===== src/rtl/conv_pkg.sv =====
// Shared types and sizing helpers for the convolution tile scheduler.
// Holds the scheduler state encoding and the tile/index arithmetic used by both RTL files.
package conv_pkg;

   typedef enum logic [3:0] {
      S_IDLE,
      S_LOAD_W,
      S_FETCH,
      S_FIRE,
      S_COMPUTE,
      S_SETTLE,
      S_OUT,
      S_CLEAR,
      S_DONE
   } sched_state_t;

   // Index width that never collapses to zero bits for degenerate sizes.
   function automatic int idx_w(input int n);
      return (n > 1) ? $clog2(n) : 1;
   endfunction

   function automatic int tiles_per_row(input int out_w, input int pix);
      return out_w / pix;
   endfunction

   function automatic int tiles_per_frame(input int out_w, input int out_h, input int pix);
      return tiles_per_row(out_w, pix) * out_h;
   endfunction

endpackage


===== src/rtl/tile_counter.sv =====
// Raster tile position counter: x steps by PIX across a row, then y advances; 1-cycle update.
// No backpressure of its own; the scheduler decides when to clear or step.
module tile_counter
   import conv_pkg::*;
#(
   parameter int PIX   = 3,
   parameter int OUT_W = 12,
   parameter int OUT_H = 12,
   parameter int XW    = idx_w(OUT_W),
   parameter int YW    = idx_w(OUT_H)
) (
   input  logic          clk,
   input  logic          rst_n,
   input  logic          clr,
   input  logic          step,
   output logic [XW-1:0] tile_x,
   output logic [YW-1:0] tile_y,
   output logic          last_tile
);

   localparam logic [XW-1:0] X_LAST = XW'(OUT_W - PIX);
   localparam logic [YW-1:0] Y_LAST = YW'(OUT_H - 1);
   localparam logic [XW-1:0] X_STEP = XW'(PIX);

   logic [XW-1:0] x_q, x_d;
   logic [YW-1:0] y_q, y_d;

   always_comb begin
      x_d = x_q;
      y_d = y_q;
      if (clr) begin
         x_d = '0;
         y_d = '0;
      end else if (step) begin
         if (x_q == X_LAST) begin
            x_d = '0;
            y_d = (y_q == Y_LAST) ? '0 : y_q + YW'(1);
         end else begin
            x_d = x_q + X_STEP;
         end
      end
   end

   always_ff @(posedge clk or negedge rst_n) begin
      if (!rst_n) begin
         x_q <= '0;
         y_q <= '0;
      end else begin
         x_q <= x_d;
         y_q <= y_d;
      end
   end

   assign tile_x    = x_q;
   assign tile_y    = y_q;
   assign last_tile = (x_q == X_LAST) && (y_q == Y_LAST);

endmodule


===== src/rtl/conv_tile_scheduler.sv =====
// Tile sequencer for one PIX-wide conv lane; per tile 4+KX*KX+SETTLE cycles with zero-wait handshakes.
// Holds row_req until row_valid and res_* until res_ready; abort overrides everything via CLEAR.
module conv_tile_scheduler
   import conv_pkg::*;
#(
   parameter int KX     = 3,
   parameter int PIX    = 3,
   parameter int RES    = 8,
   parameter int OUT_W  = 12,
   parameter int OUT_H  = 12,
   parameter int SETTLE = 1
) (
   input  logic                         clk,
   input  logic                         rst_n,
   input  logic                         start,
   input  logic                         abort,
   output logic                         busy,
   output logic                         frame_done,
   output logic                         w_req,
   input  logic                         w_ack,
   output logic                         row_req,
   output logic [idx_w(OUT_H)-1:0]      row_y,
   output logic [idx_w(OUT_W)-1:0]      row_x,
   input  logic                         row_valid,
   output logic                         pixel_ready,
   output logic                         weight_ready,
   output logic                         mac_clear,
   input  logic                         kernel_done,
   input  logic [PIX*RES-1:0]           acc_in,
   output logic                         res_valid,
   input  logic                         res_ready,
   output logic [PIX*RES-1:0]           res_data,
   output logic [idx_w(OUT_H)-1:0]      res_y,
   output logic [idx_w(OUT_W)-1:0]      res_x
);

   localparam int XW = idx_w(OUT_W);
   localparam int YW = idx_w(OUT_H);
   localparam int SW = idx_w(SETTLE + 1);

   if ((OUT_W % PIX) != 0) begin : g_bad_width
      $error("conv_tile_scheduler: OUT_W must be a multiple of PIX");
   end

   sched_state_t        state_q, state_d;
   logic                aborting_q, aborting_d;
   logic                w_loaded_q, w_loaded_d;
   logic [SW-1:0]       settle_q, settle_d;
   logic [PIX*RES-1:0]  res_data_q, res_data_d;
   logic [XW-1:0]       res_x_q, res_x_d;
   logic [YW-1:0]       res_y_q, res_y_d;

   logic                cnt_clr, cnt_step, cnt_last;
   logic [XW-1:0]       cnt_x;
   logic [YW-1:0]       cnt_y;

   tile_counter #(
      .PIX   (PIX),
      .OUT_W (OUT_W),
      .OUT_H (OUT_H),
      .XW    (XW),
      .YW    (YW)
   ) u_tile_counter (
      .clk       (clk),
      .rst_n     (rst_n),
      .clr       (cnt_clr),
      .step      (cnt_step),
      .tile_x    (cnt_x),
      .tile_y    (cnt_y),
      .last_tile (cnt_last)
   );

   always_comb begin
      state_d    = state_q;
      aborting_d = aborting_q;
      w_loaded_d = w_loaded_q;
      settle_d   = settle_q;
      res_data_d = res_data_q;
      res_x_d    = res_x_q;
      res_y_d    = res_y_q;
      cnt_clr    = 1'b0;
      cnt_step   = 1'b0;

      if (abort) begin
         state_d    = S_CLEAR;
         aborting_d = 1'b1;
         cnt_clr    = 1'b1;
      end else begin
         unique case (state_q)
            S_IDLE: if (start) begin
               state_d = S_LOAD_W;
               cnt_clr = 1'b1;
            end
            S_LOAD_W: if (w_ack) begin
               state_d    = S_FETCH;
               w_loaded_d = 1'b1;
            end
            S_FETCH: if (row_valid) state_d = S_FIRE;
            S_FIRE: state_d = S_COMPUTE;
            S_COMPUTE: if (kernel_done) begin
               if (SETTLE == 0) begin
                  state_d    = S_OUT;
                  res_data_d = acc_in;
                  res_x_d    = cnt_x;
                  res_y_d    = cnt_y;
               end else begin
                  state_d  = S_SETTLE;
                  settle_d = SW'(SETTLE - 1);
               end
            end
            // Accumulators are only final after the multiplier pipeline drains.
            S_SETTLE: if (settle_q == '0) begin
               state_d    = S_OUT;
               res_data_d = acc_in;
               res_x_d    = cnt_x;
               res_y_d    = cnt_y;
            end else begin
               settle_d = settle_q - SW'(1);
            end
            S_OUT: if (res_ready) state_d = S_CLEAR;
            S_CLEAR: begin
               if (aborting_q) begin
                  state_d    = S_IDLE;
                  aborting_d = 1'b0;
                  w_loaded_d = 1'b0;
                  cnt_clr    = 1'b1;
               end else if (cnt_last) begin
                  state_d    = S_DONE;
                  w_loaded_d = 1'b0;
                  cnt_clr    = 1'b1;
               end else begin
                  state_d  = S_FETCH;
                  cnt_step = 1'b1;
               end
            end
            S_DONE: state_d = S_IDLE;
            default: state_d = S_IDLE;
         endcase
      end
   end

   always_ff @(posedge clk or negedge rst_n) begin
      if (!rst_n) begin
         state_q    <= S_IDLE;
         aborting_q <= 1'b0;
         w_loaded_q <= 1'b0;
         settle_q   <= '0;
         res_data_q <= '0;
         res_x_q    <= '0;
         res_y_q    <= '0;
      end else begin
         state_q    <= state_d;
         aborting_q <= aborting_d;
         w_loaded_q <= w_loaded_d;
         settle_q   <= settle_d;
         res_data_q <= res_data_d;
         res_x_q    <= res_x_d;
         res_y_q    <= res_y_d;
      end
   end

   assign busy         = (state_q != S_IDLE);
   assign frame_done   = (state_q == S_DONE);
   assign w_req        = (state_q == S_LOAD_W);
   assign row_req      = (state_q == S_FETCH);
   assign pixel_ready  = (state_q == S_FIRE);
   assign mac_clear    = (state_q == S_CLEAR);
   assign res_valid    = (state_q == S_OUT);
   assign weight_ready = w_loaded_q;
   assign row_x        = cnt_x;
   assign row_y        = cnt_y;
   assign res_data     = res_data_q;
   assign res_x        = res_x_q;
   assign res_y        = res_y_q;

endmodule


===== config.mk =====
export PLATFORM = sky130hd
export DESIGN_NAME = conv_tile_scheduler
export DESIGN_NICKNAME = d
export VERILOG_FILES = /design/src/rtl/conv_pkg.sv /design/src/rtl/tile_counter.sv /design/src/rtl/conv_tile_scheduler.sv
export SDC_FILE = /design/constraint.sdc
export NUM_CORES = 1
export LEC_CHECK = 0
export CELL_PAD_IN_SITES_DETAIL_PLACEMENT = 0
export CELL_PAD_IN_SITES_GLOBAL_PLACEMENT = 1
export CORE_ASPECT_RATIO = 1.75
export CORE_MARGIN = 5
export CORE_UTILIZATION = 34
export DETAILED_ROUTE_END_ITERATION = 8
export HOLD_SLACK_MARGIN = 0.02
export PLACE_DENSITY = 0.89
export SETUP_SLACK_MARGIN = 0.05
export SYNTH_ARGS = -nofsm -noshare
export SYNTH_HDL_FRONTEND = slang
export SYNTH_SLANG_ARGS = --single-unit

===== constraint.sdc =====
create_clock -name clk -period 1.8 [get_ports clk]
set_input_delay 0.54 -clock clk [delete_from_list [all_inputs] [get_ports clk]]
set_output_delay 0.54 -clock clk [all_outputs]
set_load 0.005 [all_outputs]

==> reports/qor.txt <==
Setup crit start kind -> flip-flop
wire length per cell -> 17.18 µm
diode count -> 0
Pwr per Cell Area -> 1129 nW/µm²
DRC Markers -> 0
pin count of the biggest net entering global routing -> 33
Final Cell Area -> 3847 µm²
Most used DFF post-synth -> dfrtp_1
Pre-antenna DRT Iters -> 4
Max Fclk -> 531.0 MHz
max_cap viols -> 0
global-route wire length before repair -> 9.018 mm
Worst Clk Skew -> 8.301 ps
CP required -> 1260 ps
DRT Wirelength -> 6.527 mm
worst-path maximum fanout -> 4
placed inst area -> 3178 µm²
R2R cell count -> 7
logic gate share of total power -> 0.480
total power draw -> 4.344 mW
detailed-route vias per instance -> 4.937
crit end category -> primary output
Rows -> 38
P_leak -> 1.759 nW
design internal power -> 3.119 mW
worst-case clock buffer depth -> 2
total core area -> 6181 µm²
CTS hold repair buffers -> 0
Seq cells post-synth -> 46
Layout area overhead -> 78.47%
status -> complete, but fails checks
Final Hold Fails -> 0
worst-margin pin slew -> 486.3 ps
GP Congestion -> 0.7244
H-tree levels -> 2
clock network power share -> 0.149
setup_tns -> -133.9 ps
CTS tree -> done
Nets -> 334
failing checks -> negative setup slack
Avg Cell Area, Syn -> 13.23 µm²
Max Transition Viols Final -> 0
Clk pin slew, worst setup/hold paths -> 80 ps
die extent in y -> 115.3 µm
1st-iter DRT viols -> 56
Netlist Area Pre-Place -> 2156 µm²
worst path arrival time -> 1340 ps
yosys warns -> 0
Seq/Total Area, Yosys -> 0.5340
Worst slew margin -> 0.6728
VDD IR max -> 469.9 µV
Die X -> 70.20 µm
initial antenna violation count -> 0
I/O pins -> 80
clk sinks -> 46
RSZ-0062 raised after global routing -> true
top post-synthesis cells by area -> dfrtp_1 (53%), mux2_2 (15%), ha_1 (1.7%)
Initial Utilization -> 0.3488
cell accounting for the most synthesized area -> dfrtp_1
fin crit period -> 1883 ps
worst hold-check path type -> in -> async
Tcrit/Tclk final -> 1.046
sequential share of power -> 0.371
clock root buffer -> clkbuf_8
EDFF count, synth -> 0
post-route setup slack -> -83.19 ps
FFs w/ async S/R, synth -> 1.000
GRT Total Usage -> 0.1407
vias in the first global route -> 1836
Die ar. -> 8096 µm²
CP Class -> reg -> out
Switch Pwr -> 1.225 mW
Mapped Nets -> 198
Yosys cell types -> 46
hpwl dp -> 3.957 mm
vias -> 1876
post-layout util -> 0.6225
share of layout cells above drive strength 1 -> 0.4600
gate count of the mapped netlist -> 163
clk_lat worst skew -> 300 ps
Yosys top cell area share -> 0.5340
GRT Residual Overflow -> 0
post-route ant nets -> 0
Port Buf Inserts -> 79
CTS buffer count -> 5
switch share -> 0.2820
Finish-stage setup viols -> 3
Final Hold Slack -> 132.9 ps
-- what timing repair did --
action                     4_1_cts  5_1_grt
pin swaps                        4        7
resized for setup               55       59
setup endpoints to repair       50       54
setup buffers                   22        7
cloned                           0        5
-- cells by family (layout without fill, tap and decap cells) --
logic type	count (synthesis)	in the layout	share of synthesized area
compound gates	25	26	0.08706
xor+xnor	2	2	0.008127
fa+ha+maj	3	3	0.01741
buf+inv	17	153	0.04759
flops	46	46	0.5340
mux	35	35	0.1869
simple gates	35	35	0.1190
-- cell usage in the layout (no fill, tap or decap), drive strengths merged, types with 5 or more instances in the layout --
master,synthesis,layout
a21oi,5,5
buf,8,64
clkbuf,1,9
clkdlybuf4s50,0,63
dfrtp,46,46
inv,7,8
mux2,32,32
nand3,5,5
o21ai,6,7
-- flip-flops by register name (all words and copies together), names as in the netlist --
name / flops
res_data: 24
res_x: 4
res_y: 4
state_q: 4
u_tile_counter.tile_x: 4
u_tile_counter.tile_y: 4
aborting_q: 1
weight_ready: 1
-- power groups by stage --
stage	sequential, mW	combinational (mW)	clock, mW
6_report	1.61	2.09	0.646
5_1_grt	1.65	2.22	0.706
4_1_cts	1.59	1.76	0.660
3_5_place_dp	1.64	1.60	0
3_3_place_gp	1.62	1.57	0
2_1_floorplan	1.63	0.581	0
-- worst max-delay path: stages, from the launching register on --
cell and delay [ps]:
dfrtp_2 440, buf_6 130, nor4_4 290, inv_1 60
buf_2 120
-- area by class of cell --
class | instances | area, µm²
Sequential cell | 46 | 1159
Clock buffer | 7 | 86.33
Timing Repair Buffer | 137 | 1315
Inverter | 8 | 32.53
Multi-Input combinational cell | 101 | 1150
Fill cell | 467 | 2333
Clock inverter | 1 | 5.005
Tap cell | 80 | 100.1
-- per-layer routing --
layer	global-route usage	wire (µm)	vias up
met1	0.1538	2441	938
met5	0	0	-
li1	-	-	870
met2	0.2622	3681	55
met4	0.05499	138	0
met3	0.03062	267	13
-- cell usage after synthesis, types with 3 or more instances --
master,count
nor2_1,4
nand2_1,4
buf_6,3
o21ai_0,4
inv_1,7
nor3_1,3
dfrtp_1,46
a21oi_1,4
mux2_1,3
nand3_1,5
ha_1,3
buf_4,3
mux2_2,29
-- metrics by stage --
step                      setup slack, ps  instances
after CTS                          -86.48        369
after detailed placement           -174.4        339
after global routing               -163.6        380
final                              -83.19        380
after global placement             -150.0        339
after floorplan                     264.7        163
-- path summary, 6_finish.rpt --
path / startpoint / endpoint / slack, ps
max reg2reg: state_q[1] / res_y[0] / 40
max in group asynchronous: rst_n / u_tile_counter.tile_y[2] / 1120
min: rst_n / state_q[2] / 130
max: state_q[1] / busy / -80
min reg2reg: res_data[15] / res_data[15] / 510
min in group clk: res_data[15] / res_data[15] / 510
(Power assumes the default switching activity.)
